==> src/rtl/timer_alarm_pkg.sv <==
// Shared constants for the timer/alarm bank: FSM state codes, time-field indices
// and a small helper used to size the shared tick counter.
package timer_alarm_pkg;

    localparam logic [1:0] ST_IDLE    = 2'd0;
    localparam logic [1:0] ST_ARMED   = 2'd1;
    localparam logic [1:0] ST_RINGING = 2'd2;
    localparam logic [1:0] ST_SNOOZE  = 2'd3;

    localparam int FLD_SEC = 0;
    localparam int FLD_MIN = 1;
    localparam int FLD_HR  = 2;

    localparam int FIELD_W_DEFAULT = 8;

    function automatic int max_int(input int a, input int b);
        return (a > b) ? a : b;
    endfunction

endpackage

==> src/rtl/timer_tick_counter.sv <==
// Tick counter shared by the ring timeout and the snooze period; done flags the
// tick that brings the count up to the terminal value.
module timer_tick_counter #(
    parameter int CNT_W = 5
) (
    input  logic             clk,
    input  logic             reset,
    input  logic             clear,
    input  logic             tick_en,
    input  logic [CNT_W-1:0] terminal,
    output logic             done
);

    logic [CNT_W-1:0] count_q, count_d;
    logic [CNT_W:0]   count_inc;

    always_comb begin
        count_inc = {1'b0, count_q} + {{CNT_W{1'b0}}, 1'b1};
        done      = tick_en && (count_inc == {1'b0, terminal});
        count_d   = count_q;
        if (clear) begin
            count_d = '0;
        end else if (tick_en) begin
            count_d = count_inc[CNT_W-1:0];
        end
    end

    always_ff @(posedge clk or posedge reset) begin
        if (reset) begin
            count_q <= '0;
        end else begin
            count_q <= count_d;
        end
    end

endmodule

==> src/rtl/timer_alarm_bank.sv <==
// Multi-field BCD alarm setpoint with an edge-triggered armed/ringing/snooze FSM.
// Snooze support is compiled in with ALARM_SNOOZE_EN.
module timer_alarm_bank
    import timer_alarm_pkg::*;
#(
    parameter int NUM_FIELDS   = 3,
    parameter int FIELD_W      = FIELD_W_DEFAULT,
    parameter int RING_TICKS   = 30,
    parameter int SNOOZE_TICKS = 300
) (
    input  logic                                              clk,
    input  logic                                              reset,
    input  logic                                              hold,
    input  logic                                              chip_select,
    input  logic                                              wr_en,
    input  logic [((NUM_FIELDS > 1) ? $clog2(NUM_FIELDS) : 1)-1:0] wr_field,
    input  logic [FIELD_W-1:0]                                in_rtc_dato,
    input  logic [FIELD_W-1:0]                                in_count_dato,
    input  logic [NUM_FIELDS*FIELD_W-1:0]                     in_time,
    input  logic                                              tick,
    input  logic                                              arm,
    input  logic                                              btn_desactivar,
    input  logic                                              btn_snooze,
    input  logic                                              show_live,
    output logic [NUM_FIELDS*FIELD_W-1:0]                     out_dato_vga,
    output logic                                              flag_out,
    output logic [1:0]                                        state_out
);

    localparam int IDX_W     = (NUM_FIELDS > 1) ? $clog2(NUM_FIELDS) : 1;
    localparam int MAX_TICKS = max_int(RING_TICKS, SNOOZE_TICKS);
    localparam int CNT_W     = (MAX_TICKS > 0) ? $clog2(MAX_TICKS + 1) : 1;

    logic [NUM_FIELDS-1:0][FIELD_W-1:0] setpoint_q, setpoint_d;
    logic [FIELD_W-1:0] wr_data;
    logic               match_comb, match_q, match_d, rise;
    logic [1:0]         state_q, state_d;
    logic               flag_q, flag_d;
    logic               cnt_clear, cnt_tick_en, cnt_done, ring_timeout;
    logic [CNT_W-1:0]   cnt_terminal;

    // Setpoint only changes while the alarm is idle, so an armed compare is stable.
    always_comb begin
        wr_data    = chip_select ? in_count_dato : in_rtc_dato;
        setpoint_d = setpoint_q;
        if (wr_en && !hold && (state_q == ST_IDLE)) begin
            for (int i = 0; i < NUM_FIELDS; i++) begin
                if (wr_field == IDX_W'(i)) begin
                    setpoint_d[i] = wr_data;
                end
            end
        end
    end

    assign match_comb   = (in_time == setpoint_q);
    assign rise         = match_q & ~match_d;
    assign out_dato_vga = show_live ? in_time : setpoint_q;

    always_ff @(posedge clk or posedge reset) begin
        if (reset) begin
            setpoint_q <= '0;
            match_q    <= 1'b0;
            match_d    <= 1'b0;
            state_q    <= ST_IDLE;
            flag_q     <= 1'b0;
        end else begin
            setpoint_q <= setpoint_d;
            match_q    <= match_comb;
            match_d    <= match_q;
            state_q    <= state_d;
            flag_q     <= flag_d;
        end
    end

    assign cnt_clear    = (state_d != state_q);
    assign cnt_tick_en  = tick && ((state_q == ST_RINGING) || (state_q == ST_SNOOZE));
    assign cnt_terminal = (state_q == ST_SNOOZE) ? CNT_W'(SNOOZE_TICKS) : CNT_W'(RING_TICKS);
    assign ring_timeout = (RING_TICKS != 0) && cnt_done && (state_q == ST_RINGING);

    timer_tick_counter #(.CNT_W(CNT_W)) u_tick_counter (
        .clk      (clk),
        .reset    (reset),
        .clear    (cnt_clear),
        .tick_en  (cnt_tick_en),
        .terminal (cnt_terminal),
        .done     (cnt_done)
    );

    // Acknowledge always takes priority over any other transition.
    always_comb begin
        state_d = state_q;
        case (state_q)
            ST_IDLE:    if (arm) state_d = ST_ARMED;
            ST_ARMED: begin
                if (btn_desactivar)  state_d = ST_IDLE;
                else if (rise)       state_d = ST_RINGING;
            end
            ST_RINGING: begin
                if (btn_desactivar || ring_timeout) state_d = ST_IDLE;
`ifdef ALARM_SNOOZE_EN
                else if (btn_snooze)                state_d = ST_SNOOZE;
`endif
            end
`ifdef ALARM_SNOOZE_EN
            ST_SNOOZE: begin
                if (btn_desactivar) state_d = ST_IDLE;
                else if (cnt_done)  state_d = ST_RINGING;
            end
`endif
            default:    state_d = ST_IDLE;
        endcase
    end

`ifndef ALARM_SNOOZE_EN
    logic unused_snooze;
    assign unused_snooze = btn_snooze;
`endif

    always_comb begin
        flag_d    = (state_d == ST_RINGING);
        flag_out  = flag_q;
        state_out = state_q;
`ifndef ALARM_SNOOZE_EN
        if (state_q == ST_SNOOZE) state_out = ST_IDLE;
`endif
    end

endmodule

==> config.mk <==
export PLATFORM = sky130hd
export DESIGN_NAME = timer_alarm_bank
export DESIGN_NICKNAME = d
export VERILOG_FILES = /design/src/rtl/timer_alarm_pkg.sv /design/src/rtl/timer_tick_counter.sv /design/src/rtl/timer_alarm_bank.sv
export SDC_FILE = /design/constraint.sdc
export NUM_CORES = 1
export LEC_CHECK = 0
export CORE_UTILIZATION = 46
export DETAILED_ROUTE_END_ITERATION = 16
export PLACE_DENSITY = 0.8
export SETUP_SLACK_MARGIN = 0.5
export SYNTH_ARGS = -nofsm -noshare
export SYNTH_HDL_FRONTEND = slang
export SYNTH_SLANG_ARGS = --single-unit
==> constraint.sdc <==
create_clock -name clk -period 2.5 [get_ports clk]
set_input_delay 0.75 -clock clk [delete_from_list [all_inputs] [get_ports clk]]
set_output_delay 0.75 -clock clk [all_outputs]
set_load 0.1 [all_outputs]
After elaboration in Yosys (flattened, before gate mapping) --
Cells that the tools add are included.
Word-level totals: logic and storage cells 45, output and inout bits 27, register bits after elaboration 38, input bits 52
Cells by class: reductions and logical operators 14, bitwise logic cells 2, eq/ne operators 9, $add $sub $neg 1, muxes and demuxes 11
Operators with widths (number):
- 9-bit 2-to-1 mux | 3
- 24-bit == test | 1
- 24-bit 2-to-1 mux | 1
- 9-bit by 1-bit adder with 10-bit output (second input constant) | 1
- 10-bit by 9-bit == test with 1-bit output | 1
- 2-bit 2-to-1 mux | 5
- 2-bit == test (second input constant) | 4
- 8-bit 2-to-1 mux | 1
- 2-bit one-hot mux with 3 select lines | 1
- 2-bit AND reduction | 3
- 1-bit logical AND | 5
- 2-bit by 1-bit == test with 1-bit output (second input constant) | 2
- 2-bit zero test | 2
- 1-bit logical OR | 2
- 2-bit inequality test | 1
- 2-bit nonzero test | 1
- 1-bit bitwise AND | 1
- 1-bit zero test | 1
- 1-bit NOT | 1

Longest topological paths before layout --
Gate-level depths: netlist of run 1.
depth in word-level cells 10, mapped depth 8, depth with buffers taken out 7

By module --
From an unflattened synthesis of run 1, not the netlist that was laid out.
Second synthesis, totals: cells, all modules 248, area total of the unflattened synthesis 2389.8 sq um
Modules (own cells, without submodules):
- timer_alarm_bank | cells each 171, instances 1, seq. area each 725.7 sq um, area each 1737.9 sq um
- timer_tick_counter | cells each 77, instances 1, seq. area each 225.2 sq um, area each 651.9 sq um

Worst setup path before layout of run 1 --
Ideal clock, no wire load.
path type register to output, from register state_q[1], to output state_out[1], cell stages (with the launch flop) 3, arrival time 2.002 ns, setup slack -0.252 ns, buffers on the path 1, cell sequence dfrtp_1 clkbuf_1 nor2b_1
Between the ends: cells in the longest elaborated chain, start to end 2
Ends and longest elaborated chain:
- start: declaration | RTL line timer_alarm_bank.sv:37 | logic [1:0] state_q, state_d;
- start signal: assignment | RTL line timer_alarm_bank.sv:70 | state_q <= state_d;
- 2-bit == test | RTL line timer_alarm_bank.sv:124 | if (state_q == ST_SNOOZE) state_out = ST_IDLE;
- 2-bit 2-to-1 mux (*) | RTL line timer_alarm_bank.sv:124
- end: declaration | RTL line timer_alarm_bank.sv:27 | output logic [1:0] state_out
Mark *: on every way between the ends. The rest lies on a longest branch, timed or not.

Final worst setup path of run 1 --
from input show_live, to output out_dato_vga[13]
Between the ends: cells in the longest elaborated chain, start to end 1
Ends and longest elaborated chain:
- start: declaration | RTL line timer_alarm_bank.sv:24 | input logic show_live,
- 24-bit 2-to-1 mux | RTL line timer_alarm_bank.sv:57 | assign out_dato_vga = show_live ? in_time : setpoint_q;
- end: declaration | RTL line timer_alarm_bank.sv:25 | output logic [NUM_FIELDS*FIELD_W-1:0] out_dato_vga,
Every way passes these cells.

==> summary.md, run 1 <==
| Metric | Value |
|---|---|
| Status | `complete, no violations` |
| Pwr Density | `714 nW/um2` |
| Number of port buffers | `77` |
| Post-route DRC | `0` |
| Synth area leader | `dfrtp_1` |
| Critical-path top delay cell | `mux2_4` |
| Setup ws final | `237 ps` |
| Clock period minus worst slack | `2260 ps` |
| Post-DR vias/cell | `5.60` |
| Crit Path Max Fanout | `6` |
| DRT iter0 DRCs | `124` |
| Clk root buf | `clkbuf_8` |
| Critical path's top delay family | `buffers and inverters` |
| Post-route ant nets | `0` |
| RSZ-0062 raised after global routing | `true` |
| Worst skew pair latency | `300 ps` |
| Main area contributors after synthesis | `dfrtp_1 40%, mux2_2 11%, xor2_1 7.0%, nand2_1 4.6%, mux2i_1 3.8%` |
| Final Hold Violating Endpoints | `0` |
| CP Class | `input port to output port` |
| Syn. warnings | `0` |
| Largest stage delay, worst path | `310 ps` |
| Die area | `5430 um2` |
| DP Worst Slack | `-303 ps` |
| Sequential share of the synthesized area | `40.3%` |
| Worst Path Buf+Inv | `3` |
| HP Class | `flop to flop` |
| Top cells by count, synth | `38 x dfrtp_1, 29 x nand2_1, 24 x mux2_2` |
| Routed WL | `7.45 mm` |
| Synthesized area | `2360 um2` |
| Most numerous cell in the Yosys netlist | `dfrtp_1` |
| Nets@finish | `397` |
| Leakage | `1.81 nW` |
| CTS Hold Bufs | `0` |
| Max Cap Viol | `0` |
| Fin. max-slew vios | `0` |
| Synth Flop Type | `dfrtp_1` |
| DP Wirelength | `5.13 mm` |
| Top cell type's share of synthesized area | `40.3%` |
| Crit path DAT | `1510 ps` |
| Maximum VDD drop | `0.000714 V` |
| Vias in the first global route | `2262` |
| Seq cells post-synth | `38` |
| Power Total | `0.00285 W` |
| Cell mode on critical path | `buf_12` |
| Layout cells sized above 1 | `31.4%` |
| Core Footprint | `4820 um2` |
| Gr usage total | `28.7%` |
| Worst-Margin Slew | `489 ps` |
| CTS tree | `done` |
| Final setup fails | `0` |
| Vias post-DR | `2303` |
| Max Fclk | `0.442 GHz` |
| Worst-path cell chain | `buf_12 -> buf_16 -> mux2_4 -> buf_12` |
| I/O pin cnt | `79` |
| Initial Utilization | `49.0%` |
| Final GP Congestion | `0.799` |
| CP endpoint kind | `output port` |
| Fin crit share | `90.5%` |
| Routed length per instance | `18.1 um` |
| Grt ovf | `0` |
| Rows | `25` |
| Distinct cells, synth | `41` |
| Largest net degree at the start of global routing | `39` |
| CTS Buf Count | `5` |
| Worst endpoint required time | `1750 ps` |
| Area grow syn2layout | `68.9%` |
| Max transition margin | `67.4%` |
| DR pass1 iterations | `4` |
| CTS Sinks | `38` |
| Initial antenna violation count | `0` |
| Post-synthesis async set-or-reset flop share | `100%` |
| Startpoint Class | `input port` |
| Synthesized area per cell | `9.60 um2` |
| CTS HTree Levels | `2` |
| First-pass GRT wire length | `11.3 mm` |
| Post-synth EDFFs | `0` |
| Register clock-pin slew on the reported worst setup and hold paths | `70 ps` |
| Ant diodes | `0` |
| Post-Synthesis Cells | `246` |
| TNS Setup | `0 ps` |
| Horiz. Die Dim | `73.7 um` |
| Setup Skew | `9.70 ps` |
| Post-Syn Nets | `299` |
| Die height | `73.7 um` |
| CTS max path bufs | `2` |
per-stage QoR:
step	area, um2	util, %	instances	hold slack [ps]
floorplan	2550	-	246	375
global placement	3670	76.2	392	404
CTS	3940	81.8	409	426
global route	3990	82.8	411	445
detailed placement	3670	76.2	392	409
finish	3990	82.8	411	424
worst paths after layout:
kind	cells after the start	startpoint	slack [ps]	end
setup / recovery	4	show_live	240	out_dato_vga[13]
min in group asynchronous	3	reset	870	u_tick_counter.count_q[0]
hold / removal	0	match_q	420	match_d
setup reg to reg	9	u_tick_counter.count_q[0]	280	flag_out
hold reg to reg	0	match_q	420	match_d
max in group asynchronous	3	reset	1270	state_q[1]
worst reg2reg max path: stages, from the launching register on:
cell and delay [ps]:
dfrtp_2 440, ha_4 170, xor2_1 130, nand3_1 100
or4_4 510, a211oi_4 360, buf_4 200, buf_6 80
buf_6 80, nor3_2 30
logic make-up after synthesis:
kind of cell	Yosys count	synth area share [%]
compound gates	46	12.3
xor+xnor	29	10.8
fa+ha+maj	1	0.530
buf+inv	17	3.34
flops	38	40.3
mux	33	15.3
simple gates	82	17.6
flip-flops by register name, indices dropped and copies added (netlist names):
signal and count:
flag_out 1, match_d 1, match_q 1, setpoint_q 24, state_q 2, u_tick_counter.count_q 9
routing by layer:
| metal | track usage [%] | routed length, um | vias up |
|---|---|---|---|
| met5 | 0 | 0 | - |
| met2 | 50.1 | 3760 | 90 |
| met1 | 35.6 | 3100 | 1125 |
| met4 | 8.76 | 167 | 0 |
| met3 | 5.90 | 417 | 19 |
| li1 | - | - | 1069 |
placed cells by master (no fill, tap or decap), types with 4 or more instances in the layout:
cell / instances
xor2_1: 19
clkbuf_8: 6
a21oi_1: 11
dlygate4sd2_1: 24
dfrtp_2: 4
xnor2_1: 10
nand2_1: 28
nand4_1: 5
inv_1: 4
buf_12: 29
nor4_1: 5
mux2i_1: 9
o21ai_0: 18
nor2_1: 13
clkdlybuf4s50_1: 24
dfrtp_1: 34
mux2_4: 24
buf_4: 20
cell type report:
cell class | count | area [um2]
Multi-Input combinational cell | 191 | 1510
Timing Repair Buffer | 104 | 1310
Sequential cell | 38 | 956
Fill cell | 293 | 827
Tap cell | 67 | 83.8
Clock buffer | 6 | 82.6
Clock inverter | 1 | 30.0
Inverter | 4 | 15.0
where the power goes:
group / total (W) / internal, W / switching [W]
sequential: 0.000852 / 0.000729 / 0.000124
combinational: 0.00146 / 0.000607 / 0.000856
clock: 0.000534 / 0.000319 / 0.000215
total: 0.00285 / 0.00165 / 0.00119
timing repair:
item                                    CTS  global route
endpoints found under the setup margin   33            40
pin swaps                                12             5
gates cloned                              3             0
gates resized for setup                  53             7
buffers inserted                          7             2
Note: power is estimated with default switching activity, not from simulation.
==> run 2: changes to the inputs <==
Settings changed: MAX_ROUTING_LAYER set to met4.
==> summary.md, run 2 (synthesis results as in run 1) <==
| Metric | Value |
|---|---|
| Final GP Congestion | `0.811` |
| Cell mode on critical path | `buf_12` |
| RR Endpoint | `u_tick_counter.count_q[2]` |
| Worst-path cell chain | `buf_12 -> buf_16 -> mux2_4 -> buf_12` |
| Max FFs per register | `24` |
| Vias in the first global route | `2260` |
| Post-route DRC | `0` |
| DP Wirelength | `5.13 mm` |
| Die height | `73.7 um` |
| Die area | `5430 um2` |
| Flop2flop setup slack | `280 ps` |
| CTS Buf Count | `5` |
| Placed cell count | `392` |
| Post-DR vias/cell | `5.63` |
| Status | `complete, no violations` |
| Hold WS | `424 ps` |
| Leakage | `1.81 nW` |
| Filler Cell Count | `293` |
| DRT iter0 DRCs | `113` |
| Largest net degree at the start of global routing | `39` |
| Final Hold Violating Endpoints | `0` |
| Fin crit share | `90.5%` |
| First-pass GRT wire length | `11.3 mm` |
| DR pass1 iterations | `4` |
| Sw frac | `41.9%` |
| Number of port buffers | `77` |
| Max Fclk | `0.442 GHz` |
| Biggest regs | `setpoint_q (24), u_tick_counter.count_q (9), state_q (2)` |
| CTS HTree Levels | `2` |
| DP Worst Slack | `-303 ps` |
| Area grow syn2layout | `68.9%` |
| Worst r2r src | `u_tick_counter.count_q[0]` |
| Setup Skew | `8.98 ps` |
| Ant diodes | `0` |
| Max transition margin | `67.8%` |
| CTS Sinks | `38` |
| Startpoint Class | `input port` |
| Hold-critical path depth | `0` |
| Non-filler cells in the finished layout | `411` |
| Fin. max-slew vios | `0` |
| Grt ovf | `0` |
| Crit Path Max Fanout | `6` |
| Max Cap Viol | `0` |
| Commonest non-fill, non-tap cell in the layout | `dfrtp_1` |
| Worst-Margin Slew | `484 ps` |
| HP Class | `flop to flop` |
| Final setup fails | `0` |
| Critical-path top delay cell | `mux2_4` |
| RSZ-0062 raised after global routing | `true` |
| Gr usage total | `29.6%` |
| Routed WL | `7.41 mm` |
| Horiz. Die Dim | `73.7 um` |
| WHS Endpoint | `match_d` |
| Reg with most FFs | `setpoint_q` |
| I/O pin cnt | `79` |
| CP Class | `input port to output port` |
| Worst endpoint required time | `1750 ps` |
| NetSw | `0.00119 W` |
| Setup ws final | `238 ps` |
| Initial Utilization | `49.0%` |
| Layout cells sized above 1 | `31.4%` |
| Core Footprint | `4820 um2` |
| Clock period minus worst slack | `2260 ps` |
| Worst Hold Launch | `match_q` |
| Pwr Density | `713 nW/um2` |
| Register clock-pin slew on the reported worst setup and hold paths | `70 ps` |
| CP endpoint kind | `output port` |
| Worst skew pair latency | `300 ps` |
| Worst R2R Path Depth | `7` |
| Vias post-DR | `2314` |
| Clock power frac | `18.7%` |
| Crit path DAT | `1510 ps` |
| Nets@finish | `397` |
| Initial antenna violation count | `0` |
| Clk root buf | `clkbuf_8` |
| CTS max path bufs | `2` |
| CTS tree | `done` |
| Rows | `25` |
| Most frequent cells in the layout | `34 x dfrtp_1, 29 x buf_12, 28 x nand2_1` |
| Post-route ant nets | `0` |
| Internal | `0.00165 W` |
| Maximum VDD drop | `0.000714 V` |
| Logic pwr share | `51.4%` |
| CTS Hold Bufs | `0` |
| Sequential share of power | `29.9%` |
| Routed length per instance | `18.0 um` |
| Largest stage delay, worst path | `310 ps` |
## run 2: timing repair
item / CTS / global route
setup endpoints to repair: 33 / 40
gates cloned: 3 / 0
pin swaps: 12 / 5
gates resized for setup: 53 / 7
hold endpoints to repair: 0 / 0
buffers inserted: 7 / 2
## run 2: cell type report
| type | instances | area, um2 | area share [%] |
|---|---|---|---|
| flip-flops and latches | 38 | 956 | 24.0 |
| clock inverters | 1 | 30.0 | 0.753 |
| well taps | 67 | 83.8 | 2.10 |
| multi-input cells | 191 | 1510 | 37.9 |
| repair buffers | 104 | 1310 | 32.8 |
| clock buffers | 6 | 82.6 | 2.07 |
| inverters | 4 | 15.0 | 0.376 |
## run 2: worst max path at each step
| stage | start | slack (ps) | end |
|---|---|---|---|
| 3_5_place_dp | show_live | -300 | out_dato_vga[1] |
| 2_1_floorplan | show_live | 260 | out_dato_vga[10] |
| 6_report | show_live | 240 | out_dato_vga[13] |
| 5_1_grt | show_live | 230 | out_dato_vga[13] |
| 3_3_place_gp | show_live | -280 | out_dato_vga[1] |
| 4_1_cts | show_live | 240 | out_dato_vga[22] |
## run 2: through the flow
step	total power, W	setup TNS [ps]	area (um2)	util (%)
floorplan	0.00179	0	2550	-
global placement	0.00227	-6310	3670	76.2
detailed placement	0.00230	-7030	3670	76.2
CTS	0.00285	0	3940	81.8
global route	0.00295	0	3990	82.8
finish	0.00285	0	3990	82.8
## run 2: metal layers
metal	vias to the layer above	track usage [%]	wire length (um)
li1	1071	-	-
met1	1118	35.6	3000
met2	105	50.1	3730
met3	20	5.90	512
met4	0	8.76	169
met5	-	-	0
## run 2: worst max-delay path, delay by kind of cell
| kind | cells | cell delay [ps] |
|---|---|---|
| muxes | 1 | 310 |
| buffers and inverters | 3 | 450 |
## run 2: power by group through the flow
stage | logic (W) | clock network, W | registers (W)
5_1_grt | 0.00152 | 0.000561 | 0.000860
6_report | 0.00146 | 0.000533 | 0.000851
3_3_place_gp | 0.00142 | 0 | 0.000845
3_5_place_dp | 0.00144 | 0 | 0.000858
2_1_floorplan | 0.000961 | 0 | 0.000826
4_1_cts | 0.00146 | 0.000539 | 0.000845
==> run 3: changes to the inputs <==
Settings changed: CAP_MARGIN set to 20.
==> results of run 3 <==
Final layout, timing and power as in run 2 (identical DEF).
